## src/rtl/tbu_sched_if.sv

```systemverilog
// Write handshake, survivor RAM strobes and TBU controls of the traceback scheduler.
interface tbu_sched_if #(parameter int AW = 3);
    logic          in_valid;
    logic          in_ready;
    logic          wr_en;
    logic [1:0]    wr_bank;
    logic [AW-1:0] wr_addr;
    logic          rd_en;
    logic [AW-1:0] rd_addr;
    logic [1:0]    rd_bank_warm;
    logic [1:0]    rd_bank_dec;
    logic          tbu_enable;
    logic          tbu_selection;
    logic          block_done;
    logic          busy;

    modport master (
        output in_valid,
        input  in_ready, wr_en, wr_bank, wr_addr, rd_en, rd_addr,
               rd_bank_warm, rd_bank_dec, tbu_enable, tbu_selection,
               block_done, busy
    );

    modport slave (
        input  in_valid,
        output in_ready, wr_en, wr_bank, wr_addr, rd_en, rd_addr,
               rd_bank_warm, rd_bank_dec, tbu_enable, tbu_selection,
               block_done, busy
    );
endinterface

```

## src/rtl/tbu_sched.sv

```systemverilog
// Survivor-memory bank scheduler: fills 4 banks in order and runs warm-up/decode
// traceback jobs over each pair of consecutive full banks.
//
// state | meaning
// IDLE  | no job; waits for banks db and db+1 to be full
// WARM  | reads bank db+1 top-down, TBU in warm-up
// DEC   | reads bank db top-down, TBU emits bits; releases bank db at the end
module tbu_sched #(
    parameter int DEPTH = 8,
    parameter int AW    = 3
) (
    input logic       clk,
    input logic       rst,
    tbu_sched_if.slave bus
);
    typedef enum logic [1:0] {IDLE, WARM, DEC} state_t;

    localparam logic [AW-1:0] LAST = AW'(DEPTH - 1);

    state_t        state, state_nxt;
    logic [3:0]    full, set_mask, clr_mask;
    logic [1:0]    wr_bank, db, db_next;
    logic [AW-1:0] wr_addr, rd_cnt, rd_cnt_nxt;
    logic          in_ready, wr_en, wr_last, release_bank;
    logic          tbu_enable, tbu_selection, block_done;

    assign in_ready = !full[wr_bank];
    assign wr_en    = bus.in_valid & in_ready;
    assign wr_last  = wr_en && (wr_addr == LAST);
    assign db_next  = db + 2'd1;

    // The bank being written is never full, so set and clear never hit the same bank.
    assign set_mask = wr_last      ? (4'b0001 << wr_bank) : 4'b0000;
    assign clr_mask = release_bank ? (4'b0001 << db)      : 4'b0000;

    always_ff @(posedge clk or negedge rst) begin
        if (!rst) begin
            wr_bank <= '0;
            wr_addr <= '0;
            full    <= '0;
        end else begin
            full <= (full | set_mask) & ~clr_mask;
            if (wr_en) begin
                if (wr_last) begin
                    wr_addr <= '0;
                    wr_bank <= wr_bank + 2'd1;
                end else begin
                    wr_addr <= wr_addr + 1'b1;
                end
            end
        end
    end

    always_comb begin
        state_nxt    = state;
        rd_cnt_nxt   = rd_cnt;
        release_bank = 1'b0;
        case (state)
            IDLE: begin
                if (full[db] && full[db_next]) begin
                    state_nxt  = WARM;
                    rd_cnt_nxt = LAST;
                end
            end
            WARM: begin
                rd_cnt_nxt = rd_cnt - 1'b1;
                if (rd_cnt == '0) begin
                    state_nxt  = DEC;
                    rd_cnt_nxt = LAST;
                end
            end
            DEC: begin
                rd_cnt_nxt = rd_cnt - 1'b1;
                if (rd_cnt == '0) begin
                    state_nxt    = IDLE;
                    rd_cnt_nxt   = '0;
                    release_bank = 1'b1;
                end
            end
            default: begin
                state_nxt  = IDLE;
                rd_cnt_nxt = '0;
            end
        endcase
    end

    // TBU controls lag the read strobe by one cycle to line up with the RAM data.
    always_ff @(posedge clk or negedge rst) begin
        if (!rst) begin
            state         <= IDLE;
            rd_cnt        <= '0;
            db            <= '0;
            tbu_enable    <= 1'b0;
            tbu_selection <= 1'b0;
            block_done    <= 1'b0;
        end else begin
            state         <= state_nxt;
            rd_cnt        <= rd_cnt_nxt;
            tbu_enable    <= (state != IDLE);
            tbu_selection <= (state == DEC);
            block_done    <= release_bank;
            if (release_bank) begin
                db <= db_next;
            end
        end
    end

    assign bus.in_ready      = in_ready;
    assign bus.wr_en         = wr_en;
    assign bus.wr_bank       = wr_bank;
    assign bus.wr_addr       = wr_addr;
    assign bus.rd_en         = (state != IDLE);
    assign bus.rd_addr       = rd_cnt;
    assign bus.rd_bank_warm  = db_next;
    assign bus.rd_bank_dec   = db;
    assign bus.tbu_enable    = tbu_enable;
    assign bus.tbu_selection = tbu_selection;
    assign bus.block_done    = block_done;
    assign bus.busy          = (state != IDLE);
endmodule

```

## src/flat_wrapper.sv

```systemverilog
// flat-port wrapper written by rule: the top's interface ports become plain ports
module tbu_sched_flat 
#(
    parameter int DEPTH = 8,
    parameter int AW    = 3
)
  (clk, rst, bus_in_valid, bus_in_ready, bus_wr_en, bus_wr_bank, bus_wr_addr, bus_rd_en, bus_rd_addr, bus_rd_bank_warm, bus_rd_bank_dec, bus_tbu_enable, bus_tbu_selection, bus_block_done, bus_busy);
  tbu_sched_if #(.AW(AW)) bus_i ();
  input logic clk;
  input logic rst;
  input wire logic [$bits(bus_i.in_valid)-1:0] bus_in_valid;
  output wire logic [$bits(bus_i.in_ready)-1:0] bus_in_ready;
  output wire logic [$bits(bus_i.wr_en)-1:0] bus_wr_en;
  output wire logic [$bits(bus_i.wr_bank)-1:0] bus_wr_bank;
  output wire logic [$bits(bus_i.wr_addr)-1:0] bus_wr_addr;
  output wire logic [$bits(bus_i.rd_en)-1:0] bus_rd_en;
  output wire logic [$bits(bus_i.rd_addr)-1:0] bus_rd_addr;
  output wire logic [$bits(bus_i.rd_bank_warm)-1:0] bus_rd_bank_warm;
  output wire logic [$bits(bus_i.rd_bank_dec)-1:0] bus_rd_bank_dec;
  output wire logic [$bits(bus_i.tbu_enable)-1:0] bus_tbu_enable;
  output wire logic [$bits(bus_i.tbu_selection)-1:0] bus_tbu_selection;
  output wire logic [$bits(bus_i.block_done)-1:0] bus_block_done;
  output wire logic [$bits(bus_i.busy)-1:0] bus_busy;
  assign bus_i.in_valid = bus_in_valid;
  assign bus_in_ready = bus_i.in_ready;
  assign bus_wr_en = bus_i.wr_en;
  assign bus_wr_bank = bus_i.wr_bank;
  assign bus_wr_addr = bus_i.wr_addr;
  assign bus_rd_en = bus_i.rd_en;
  assign bus_rd_addr = bus_i.rd_addr;
  assign bus_rd_bank_warm = bus_i.rd_bank_warm;
  assign bus_rd_bank_dec = bus_i.rd_bank_dec;
  assign bus_tbu_enable = bus_i.tbu_enable;
  assign bus_tbu_selection = bus_i.tbu_selection;
  assign bus_block_done = bus_i.block_done;
  assign bus_busy = bus_i.busy;
  tbu_sched #(.DEPTH(DEPTH), .AW(AW)) u_core (.clk(clk), .rst(rst), .bus(bus_i));
endmodule
```

## config.mk

```make
export PLATFORM = sky130hd
export DESIGN_NAME = tbu_sched_flat
export DESIGN_NICKNAME = d
export VERILOG_FILES = /design/src/rtl/tbu_sched_if.sv /design/src/rtl/tbu_sched.sv /design/src/flat_wrapper.sv
export SDC_FILE = /design/constraint.sdc
export NUM_CORES = 1
export LEC_CHECK = 0
export CAP_MARGIN = 10
export CORE_MARGIN = 8
export CORE_UTILIZATION = 53
export DETAILED_ROUTE_END_ITERATION = 10
export GPL_TIMING_DRIVEN = 0
export PLACE_DENSITY = 0.92
export RECOVER_POWER = 50
export SLEW_MARGIN = 20
export SYNTH_ARGS = -nofsm -noshare
export SYNTH_HDL_FRONTEND = slang
export SYNTH_SLANG_ARGS = --single-unit
```

## constraint.sdc

```tcl
create_clock -name clk -period 5.2 [get_ports clk]
set_input_delay 0.78 -clock clk [delete_from_list [all_inputs] [get_ports clk]]
set_output_delay 0.78 -clock clk [all_outputs]
set_load 0.01 [all_outputs]
```

==> summary.txt, run 1 <==
Clock tree
  – Clock Pin Slew Worst Setup and Hold Paths: 0.11 ns
  – Hold-fix buffers, CTS: 0
  – Max Buffers Root-to-Sink: 2
  – Clock root buffer master: clkbuf_4
  – Clk sink count: 19
  – H-tree levels: 1
  – Num CTS Buffers: 3
  – # resized after CTS: 0
  – Post-CTS Setup Inserts: 0
  – Clk Latency, worst-skew pair: 0.30 ns
  – CTS tree: done

Detailed routing
  – DR WL/cell: 15.26 um
  – First-pass iteration count of the detailed router: 4
  – Drc violations: 0
  – Final WL: 2.213 mm
  – DRT antenna net count: 0
  – Vias/cell: 5.448
  – Initial DRC count: 18
  – Via Count: 790

Synth
  – Post-Synthesis Cells: 93
  – Synth Cell Area: 1032 um2
  – Most frequently used flop master after synthesis: dfrtp_1
  – Post-synthesis sequential area ratio: 46.06%
  – Number of enable flip-flop cells after synthesis: 0
  – Warnings, synthesis: 0
  – Syn Area/Cell: 11.10 um2
  – Synth Register Bits: 19
  – Syn Nets: 106
  – Cell variety after synth: 32
  – FFs w/ async S/R, synth: 100.0%

Power and ir drop
  – P per Cell Area: 636.0 nW/um2
  – Tot Pwr: 0.8244 mW
  – VDD IR max: 0.3540 mV
  – Pleak: 0.5982 nW

Timing
  – Final period util: 63.60%
  – Worst slew pin tran: 0.8722 ns
  – Worst clock skew: 0.0006561 ns
  – RSZ-0062 raised after global routing: false
  – Final worst slack: 1.893 ns
  – Final min period: 3.307 ns
  – Fin. Hold Viols: 0
  – Max Fclk: 302.4 MHz
  – Max-slew headroom: 41.66%
  – Final Slew Violations: 0
  – Setup-failing EPs final: 0
  – TNS Setup: 0 ns

Floorplanning
  – Row Count: 16
  – Die X: 60.13 um
  – I/O Pins: 22
  – Die height: 60.13 um
  – Core area: 1902 um2
  – Initial Util: 54.28%
  – Total die area: 3616 um2

Global routing
  – First-pass GRT wire length: 3.705 mm
  – Initial antenna violation count: 0
  – Grt ovf: 0
  – Total track usage: 13.64%
  – Vias in the first global route: 781
  – Largest net degree at the start of global routing: 20

Setup path
  – Crit. End Element: output pin
  – Critical path class: register to output pin
  – Reg2Reg Setup Slack: 3.09 ns
  – Worst endpoint data arrival time: 2.53 ns
  – Maximum fanout along the worst path: 10
  – Reg-to-reg startpoint: u_core.bus.wr_bank[0]$_DFFE_PN0P_
  – R2R depth: 5
  – RR Endpoint: u_core.bus.wr_bank[1]$_DFFE_PN0P_
  – CP startpoint: u_core.bus.wr_bank[0]$_DFFE_PN0P_
  – Critical Path RT: 4.42 ns
  – Startpoint Class: register

Finish
  – # diodes: 0
  – Total of fill cells in the finished design: 144
  – Layout area overhead: 25.58%
  – Final cell count without fillers: 145
  – Commonest non-fill, non-tap cell in the layout: clkdlybuf4s50_1
  – Layout cells sized above 1: 12.71%
  – Most frequent cells in the layout: clkdlybuf4s50_1 (20), dfrtp_1 (19), ha_1 (10)
  – Nets@finish: 132

Placement
  – # port buffers: 21
  – Dpl hpwl: 1.669 mm
  – Dpl cells: 141
  – GP Congestion: 0.8731
  – Pre-CTS WS: 2.333 ns

Job
  – # Max-Cap Violations: 0

Outcome
  – Status: finished clean

Hold path
  – Hold_sp: u_core.state[0]$_DFFE_PN0P_
  – Worst hold path stage count: 1
  – Min-delay worst type: register to register
  – WHS Endpoint: u_core.bus.tbu_selection$_DFF_PN0_
## cells in the mapped netlist (2+ instances only)
| cell type | count | area share [%] |
|---|---|---|
| a21oi_1 | 6 | 2.9 |
| a31oi_1 | 5 | 3.0 |
| clkbuf_1 | 3 | 1.1 |
| dfrtp_1 | 19 | 46 |
| ha_1 | 10 | 12 |
| inv_1 | 8 | 2.9 |
| mux2_2 | 5 | 5.5 |
| mux2i_1 | 2 | 1.9 |
| nand2_1 | 3 | 1.1 |
| nand3_1 | 3 | 1.5 |
| nor2_1 | 3 | 1.1 |
| o21ai_0 | 4 | 1.9 |
| o22ai_1 | 2 | 1.2 |
| xnor2_1 | 2 | 1.7 |
## through the flow
step           hold WS, ns  area [um2]  util [%]
2_1_floorplan       0.4219        1032         -
6_report            0.4957        1296     68.16
5_1_grt             0.5136        1296     68.16
4_1_cts             0.4776        1304     68.55
3_5_place_dp        0.4613        1276     67.11
3_3_place_gp        0.4455        1276     67.11
## metal layers
metal	vias up	share of wire, %	GRT usage, %	routed length [um]
li1	374	-	-	-
met1	389	40	14.86	894
met2	23	54	24.24	1190
met3	4	3.8	1.720	85
met4	0	2.0	8.163	44
met5	-	0	0	0
## area by class of cell
| type | instances | area [um2] | area share, % |
|---|---|---|---|
| inverter | 8 | 30.03 | 2.317 |
| multi-input combinational | 61 | 496.7 | 38.32 |
| clock buffer | 3 | 22.52 | 1.737 |
| tap | 27 | 33.78 | 2.606 |
| buffer | 5 | 22.52 | 1.737 |
| clock inverter | 1 | 5.005 | 0.3861 |
| timing repair buffer | 21 | 210.2 | 16.22 |
| sequential | 19 | 475.5 | 36.68 |
## worst max path at each step
stage	to	slack, ns	depth (start not counted)
global placement	bus_wr_en	2.36	4
CTS	bus_wr_en	2.21	4
detailed placement	bus_wr_en	2.33	4
floorplan	bus_wr_en	3.13	3
finish	bus_wr_en	1.89	4
global route	bus_wr_en	1.78	4
## power by group
group / switching, mW / internal [mW]
logic: 0.219 / 0.255
registers: 0.0672 / 0.209
clock network: 0.0457 / 0.0287
total: 0.332 / 0.492
## worst max-delay path, stage by stage, from the launching register on
cell and delay [ns]:
dfrtp_1 0.49, mux4_2 0.56, nor2b_2 0.12, clkbuf_1 0.41
clkdlybuf4s50_1 0.64
## sequential cells by signal, summed over array words and instances (netlist names)
| register | flops |
|---|---|
| u_core.bus.tbu_selection | 1 |
| u_core.bus.tbu_enable | 1 |
| u_core.bus.wr_addr | 3 |
| u_core.bus.wr_bank | 2 |
| u_core.bus.block_done | 1 |
| u_core.bus.rd_bank_dec | 2 |
| u_core.bus.rd_addr | 3 |
| u_core.full | 4 |
| u_core.state | 2 |
## kinds of logic (layout without fill, tap and decap cells)
kind of cell / count (synthesis) / in the layout / synth area share (%)
xor+xnor: 2 / 2 / 1.697
buf+inv: 13 / 38 / 5.818
fa+ha+maj: 10 / 10 / 12.12
compound gates: 22 / 22 / 13.21
mux: 9 / 9 / 11.03
simple gates: 18 / 18 / 10.06
flops: 19 / 19 / 46.06
Power figures use the tool's default switching activity.
==> run 2, diff against run 1 <==
--- a/config.mk
+++ b/config.mk
@@ -7,10 +7,10 @@
 export LEC_CHECK = 0
 export CAP_MARGIN = 10
 export CORE_MARGIN = 8
-export CORE_UTILIZATION = 53
+export CORE_UTILIZATION = 49
 export DETAILED_ROUTE_END_ITERATION = 10
 export GPL_TIMING_DRIVEN = 0
-export PLACE_DENSITY = 0.92
+export PLACE_DENSITY = 0.86
 export RECOVER_POWER = 50
 export SLEW_MARGIN = 20
 export SYNTH_ARGS = -nofsm -noshare
==> constraint.sdc (replaced) <==
create_clock -name clk -period 3.4 [get_ports clk]
set_input_delay 0.51 -clock clk [delete_from_list [all_inputs] [get_ports clk]]
set_output_delay 0.51 -clock clk [all_outputs]
set_load 0.01 [all_outputs]
==> summary.txt, run 2 (synthesized netlist as in run 1, its figures left out) <==
Setup path
  – Critical Path RT: 2.89 ns (was 4.42 ns)
  – CP max stage cell: mux4_2 (was clkdlybuf4s50_1)
  – Reg2Reg Setup Slack: 1.28 ns (was 3.09 ns)
  – Startpoint Class: register (unchanged)
  – CP startpoint: u_core.bus.wr_bank[0]$_DFFE_PN0P_ (unchanged)
  – Crit-path cells: mux4_2 -> nor2b_2 -> buf_6 -> clkdlybuf4s50_1 (was mux4_2 -> nor2b_2 -> clkbuf_1 -> clkdlybuf4s50_1)
  – Reg-to-reg startpoint: u_core.bus.rd_bank_dec[0]$_DFFE_PN0P_ (was u_core.bus.wr_bank[0]$_DFFE_PN0P_)
  – Crit. End Element: output pin (unchanged)
  – Critical path class: register to output pin (unchanged)
  – Worst stage delay on the critical path: 0.56 ns (was 0.64 ns)
  – R2R depth: 6 (was 5)
  – Setup crit end: bus_wr_en (unchanged)
  – CP Depth: 4 (unchanged)
  – Worst endpoint data arrival time: 2.22 ns (was 2.53 ns)
  – Buf/Inv on CP: 2 (unchanged)
  – Maximum fanout along the worst path: 10 (unchanged)
  – Kind of cell adding the most delay to the critical path: buffers and inverters (unchanged)
  – RR Endpoint: u_core.bus.rd_addr[1]$_DFFE_PN0P_ (was u_core.bus.wr_bank[1]$_DFFE_PN0P_)

Detailed routing
  – DRT antenna net count: 0 (unchanged)
  – Met2 routed WL: 1.113 mm (was 1.190 mm)
  – DR top layer: met4 (unchanged)
  – First-pass iteration count of the detailed router: 4 (unchanged)
  – Metal-1 WL: 899 um (was 894 um)
  – Via Count: 790 (unchanged)
  – Routed met3 length: 106 um (was 85 um)
  – Initial DRC count: 13 (was 18)
  – Drc violations: 0 (unchanged)
  – DR WL/cell: 14.93 um (was 15.26 um)
  – Final WL: 2.165 mm (was 2.213 mm)
  – Vias/cell: 5.448 (unchanged)

Timing
  – Worst slew pin tran: 0.8305 ns (was 0.8722 ns)
  – Worst clock skew: 0.002282 ns (was 0.0006561 ns)
  – Fin. Hold Viols: 0 (unchanged)
  – RSZ-0062 raised after global routing: false (unchanged)
  – TNS Setup: 0 ns (unchanged)
  – Final Slew Violations: 0 (unchanged)
  – Setup-failing EPs final: 0 (unchanged)
  – Max Fclk: 366.0 MHz
  – Final worst slack: 0.6675 ns (was 1.893 ns)
  – Max-slew headroom: 44.45% (was 41.66%)
  – Final period util: 80.37%
  – Final min period: 2.733 ns

Clock tree
  – H-tree levels: 1 (unchanged)
  – CTS tree: done (unchanged)
  – Num CTS Buffers: 3 (unchanged)
  – # resized after CTS: 0 (unchanged)
  – Clk sink count: 19 (unchanged)
  – Clock Pin Slew Worst Setup and Hold Paths: 0.11 ns (about the same)
  – Clock root buffer master: clkbuf_4 (unchanged)
  – Post-CTS Setup Inserts: 0 (unchanged)
  – Clk Latency, worst-skew pair: 0.30 ns (about the same)
  – Hold-fix buffers, CTS: 0 (unchanged)
  – Max Buffers Root-to-Sink: 2 (unchanged)

Global routing
  – First-pass GRT wire length: 3.622 mm (was 3.705 mm)
  – Vias in the first global route: 808 (was 781)
  – Initial antenna violation count: 0 (unchanged)
  – Grt ovf: 0 (unchanged)
  – Total track usage: 12.65% (was 13.64%)
  – Largest net degree at the start of global routing: 20 (unchanged)

Floorplanning
  – I/O Pins: 22 (unchanged)
  – Die height: 61.90 um (was 60.13 um)
  – Initial Util: 52.08% (was 54.28%)
  – Core area: 1982 um2 (was 1902 um2)
  – Total die area: 3831 um2 (was 3616 um2)
  – Die X: 61.90 um (was 60.13 um)
  – Row Count: 16 (unchanged)

Placement
  – GP Congestion: 0.9195 (was 0.8731)
  – Dpl hpwl: 1.636 mm (was 1.669 mm)
  – # port buffers: 21 (unchanged)
  – Pre-CTS WS: 1.019 ns (was 2.333 ns)
  – Post-Place Cell Area: 1276 um2 (unchanged)

Finish
  – Cell area after layout: 1304 um2 (was 1296 um2)
  – Max FFs per register: 4 (unchanged)
  – # diodes: 0 (unchanged)
  – Final Util: 65.78% (was 68.16%)
  – Layout area overhead: 26.30% (was 25.58%)
  – Commonest non-fill, non-tap cell in the layout: dfrtp_1 (was clkdlybuf4s50_1)
  – Layout cells sized above 1: 13.56% (was 12.71%)
  – Most frequent cells in the layout: dfrtp_1 (19), clkdlybuf4s50_1 (18), ha_1 (10) (was clkdlybuf4s50_1 (20), dfrtp_1 (19), ha_1 (10))
  – Largest register by flop count: u_core.full (unchanged)
  – Nets@finish: 132 (unchanged)

Outcome
  – Status: finished clean (unchanged)

Hold path
  – Min-delay worst type: register to register (unchanged)

Power and ir drop
  – Pleak: 0.6096 nW (was 0.5982 nW)
  – Tot Pwr: 1.269 mW (was 0.8244 mW)
  – P per Cell Area: 973.1 nW/um2 (was 636.0 nW/um2)
  – VDD IR max: 0.5625 mV (was 0.3540 mV)

Job
  – # Max-Cap Violations: 0 (unchanged)
run 2: changes by cell type in the layout (fill, tap and decap cells not counted), sizes merged:
cell	change
buf	+1
clkbuf	-1
clkdlybuf4s50	-2
dlygate4sd3	+2
run 2: layout make-up:
class                           instances  area (um2)
Sequential cell                        19       475.5
Clock buffer                            3       22.52
Multi-Input combinational cell         61       496.7
Tap cell                               27       33.78
Timing Repair Buffer                   21       210.2
Inverter                                8       30.03
Fill cell                             159       678.2
Buffer                                  5       30.03
Clock inverter                          1       5.005
run 2: worst min path at each step:
stage,startpoint,end,slack (ns),cells after the start
after floorplan,rst,u_core.bus.block_done$_DFF_PN0_,0.21,0
after global placement,u_core.state[0]$_DFFE_PN0P_,u_core.bus.tbu_selection$_DFF_PN0_,0.44,1
after detailed placement,u_core.state[0]$_DFFE_PN0P_,u_core.bus.tbu_selection$_DFF_PN0_,0.45,1
after global routing,u_core.state[0]$_DFFE_PN0P_,u_core.bus.tbu_selection$_DFF_PN0_,0.49,1
after CTS,u_core.state[0]$_DFFE_PN0P_,u_core.bus.tbu_selection$_DFF_PN0_,0.46,1
final,u_core.state[0]$_DFFE_PN0P_,u_core.bus.tbu_selection$_DFF_PN0_,0.46,1
run 2: metrics by stage:
step                hold WS (ns)  instances
global placement          0.4411        141
floorplan                 0.2144         93
CTS                       0.4635        145
finish                    0.4605        145
global route              0.4894        145
detailed placement        0.4482        141
run 2: where the power goes:
part	internal, mW	switching, mW
Sequential	0.319	0.105
Combinational	0.396	0.331
Clock	0.0438	0.0730
Total	0.759	0.509
run 2: metal layers:
metal	global-route usage (%)	up-vias
li1	-	377
met1	13.89	383
met2	22.45	24
met3	2.263	6
met4	6.818	0
met5	0	-
==> run 3, diff against run 2 <==
==> constraint.sdc (replaced) <==
create_clock -name clk -period 2.8 [get_ports clk]
set_input_delay 0.42 -clock clk [delete_from_list [all_inputs] [get_ports clk]]
set_output_delay 0.42 -clock clk [all_outputs]
set_load 0.01 [all_outputs]
==> summary.txt, run 3 (synthesized netlist as in run 1, its figures left out) <==
Hold path
  – Worst hold path stage count: 1 (unchanged)
  – Min-delay worst type: register to register (unchanged)

Timing
  – Fin. Hold Viols: 0 (unchanged)
  – TNS Setup: 0 ns (unchanged)
  – Setup-failing EPs final: 0 (unchanged)
  – Max Fclk: 377.9 MHz
  – Worst clock skew: 0.002416 ns (was 0.002282 ns)
  – RSZ-0062 raised after global routing: false (unchanged)
  – Worst slew pin tran: 0.8315 ns (was 0.8305 ns)
  – Hold WS: 0.4605 ns (about the same)
  – Max-slew headroom: 44.39% (was 44.45%)
  – Final Slew Violations: 0 (unchanged)
  – Final min period: 2.646 ns
  – Final period util: 94.51%

Finish
  – Final cell count without fillers: 145 (unchanged)
  – Cell area after layout: 1304 um2 (unchanged)
  – Layout area overhead: 26.30% (unchanged)
  – Most frequent cells in the layout: dfrtp_1 (19), clkdlybuf4s50_1 (17), ha_1 (10) (was dfrtp_1 (19), clkdlybuf4s50_1 (18), ha_1 (10))
  – Nets@finish: 132 (unchanged)
  – Final Util: 65.78% (unchanged)
  – Total of fill cells in the finished design: 159 (unchanged)
  – Area occupied by multi-input gates: 496.7 um2 (unchanged)
  – Max FFs per register: 4 (unchanged)
  – Layout cells sized above 1: 13.56% (unchanged)
  – Largest register by flop count: u_core.full (unchanged)
  – # diodes: 0 (unchanged)
  – Commonest non-fill, non-tap cell in the layout: dfrtp_1 (unchanged)
  – Reg area: 475.5 um2 (unchanged)

Floorplanning
  – Total die area: 3831 um2 (unchanged)
  – I/O Pins: 22 (unchanged)
  – Die X: 61.90 um (unchanged)
  – Initial Util: 52.08% (unchanged)
  – Die height: 61.90 um (unchanged)
  – Core area: 1982 um2 (unchanged)
  – Row Count: 16 (unchanged)

Power and ir drop
  – Sw Share: 40.30% (was 40.15%)
  – Pleak: 0.6112 nW (was 0.6096 nW)
  – Power share of the sequential group: 33.5% (about the same)
  – VDD IR max: 0.6835 mV (was 0.5625 mV)
  – P per Cell Area: 1181 nW/um2 (was 973.1 nW/um2)
  – Switching pwr: 0.6205 mW (was 0.5094 mW)
  – Internal: 0.9194 mW (was 0.7592 mW)
  – Clock power share: 9.2% (about the same)
  – Gate power share: 57.3% (about the same)

Detailed routing
  – Final WL: 2.192 mm (was 2.165 mm)
  – First-pass iteration count of the detailed router: 4 (unchanged)
  – DR WL/cell: 15.12 um (was 14.93 um)
  – Initial DRC count: 13 (unchanged)
  – DRT antenna net count: 0 (unchanged)
  – Drc violations: 0 (unchanged)
  – Via Count: 793 (was 790)
  – Vias/cell: 5.469 (was 5.448)

Setup path
  – Maximum fanout along the worst path: 10 (unchanged)
  – Reg2Reg Setup Slack: 0.68 ns (was 1.28 ns)
  – R2R depth: 6 (unchanged)
  – Critical Path RT: 2.38 ns (was 2.89 ns)
  – Crit-path cells: mux4_2 -> nor2b_2 -> buf_6 -> clkdlybuf4s50_1 (unchanged)
  – CP max stage cell: mux4_2 (unchanged)
  – Startpoint Class: register (unchanged)
  – Critical path class: register to output pin (unchanged)
  – Crit. End Element: output pin (unchanged)
  – Worst endpoint data arrival time: 2.23 ns (was 2.22 ns)
  – Worst stage delay on the critical path: 0.56 ns (about the same)

Global routing
  – First-pass GRT wire length: 3.622 mm (unchanged)
  – Grt ovf: 0 (unchanged)
  – Total track usage: 12.65% (unchanged)
  – Vias in the first global route: 808 (unchanged)
  – Initial antenna violation count: 0 (unchanged)
  – Largest net degree at the start of global routing: 20 (unchanged)

Clock tree
  – Num CTS Buffers: 3 (unchanged)
  – Clk Latency, worst-skew pair: 0.30 ns (about the same)
  – Clock root buffer master: clkbuf_4 (unchanged)
  – Max Buffers Root-to-Sink: 2 (unchanged)
  – Clock Pin Slew Worst Setup and Hold Paths: 0.11 ns (about the same)
  – H-tree levels: 1 (unchanged)
  – # resized after CTS: 0 (unchanged)
  – Hold-fix buffers, CTS: 0 (unchanged)
  – CTS tree: done (unchanged)
  – Clk sink count: 19 (unchanged)
  – Post-CTS Setup Inserts: 0 (unchanged)

Placement
  – # port buffers: 21 (unchanged)
  – Post-Place Cell Area: 1276 um2 (unchanged)
  – GP Congestion: 0.9195 (unchanged)
  – Dpl hpwl: 1.636 mm (unchanged)
  – Dpl cells: 141 (unchanged)

Job
  – # Max-Cap Violations: 0 (unchanged)

Outcome
  – Status: finished clean (unchanged)
-- run 3: changes by cell type in the layout (fill, tap and decap cells not counted), sizes merged --
cell,delta
dlygate4sd3,+1
clkdlybuf4s50,-1
-- run 3: path summary, 6_finish.rpt --
kind,start,endpoint
worst max-delay path,u_core.bus.wr_bank[0]$_DFFE_PN0P_,bus_wr_en
worst min-delay path,u_core.state[0]$_DFFE_PN0P_,u_core.bus.tbu_selection$_DFF_PN0_
worst max register to register,u_core.bus.rd_bank_dec[0]$_DFFE_PN0P_,u_core.bus.rd_addr[1]$_DFFE_PN0P_
worst min register to register,u_core.state[0]$_DFFE_PN0P_,u_core.bus.tbu_selection$_DFF_PN0_
max in group asynchronous,rst,u_core.full[2]$_DFF_PN0_
min in group asynchronous,rst,u_core.bus.wr_addr[0]$_DFFE_PN0P_
-- run 3: power groups by stage --
stage / sequential [mW] / clock, mW / combinational [mW]
after floorplan: 0.528 / 0 / 0.486
after global placement: 0.509 / 0 / 0.850
after detailed placement: 0.520 / 0 / 0.887
after CTS: 0.516 / 0.141 / 0.894
after global routing: 0.536 / 0.151 / 0.965
final: 0.516 / 0.142 / 0.882
-- run 3: cell type report --
class,instances,share of cell area (%)
clock buffer,3,1.727
sequential,19,36.47
timing repair buffer,21,16.12
buffer,5,2.303
tap,27,2.591
clock inverter,1,0.3839
inverter,8,2.303
multi-input combinational,61,38.10
-- run 3: worst max-delay path, delay by kind of cell, from the launching register on --
kind / cells / cell delay (ns)
flip-flops: 1 / 0.51
AND/OR/NAND/NOR: 1 / 0.15
buffers and inverters: 2 / 0.70
multiplexers: 1 / 0.56
-- run 3: per-layer routing --
| metal | part of all wire (%) | vias to the layer above | track usage [%] | wire [um] |
|---|---|---|---|---|
| li1 | - | 377 | - | - |
| met1 | 42 | 390 | 13.89 | 922 |
| met2 | 52 | 22 | 22.45 | 1135 |
| met3 | 4.3 | 4 | 2.263 | 95 |
| met4 | 1.8 | 0 | 6.818 | 39 |
| met5 | 0 | - | 0 | 0 |
-- run 3: per-stage QoR --
stage	worst slack [ns]	power, mW
final	0.1536	1.540
after global routing	0.06115	1.652
after CTS	0.1513	1.552
after detailed placement	0.5094	1.407
after global placement	0.5453	1.359
after floorplan	0.7326	1.014
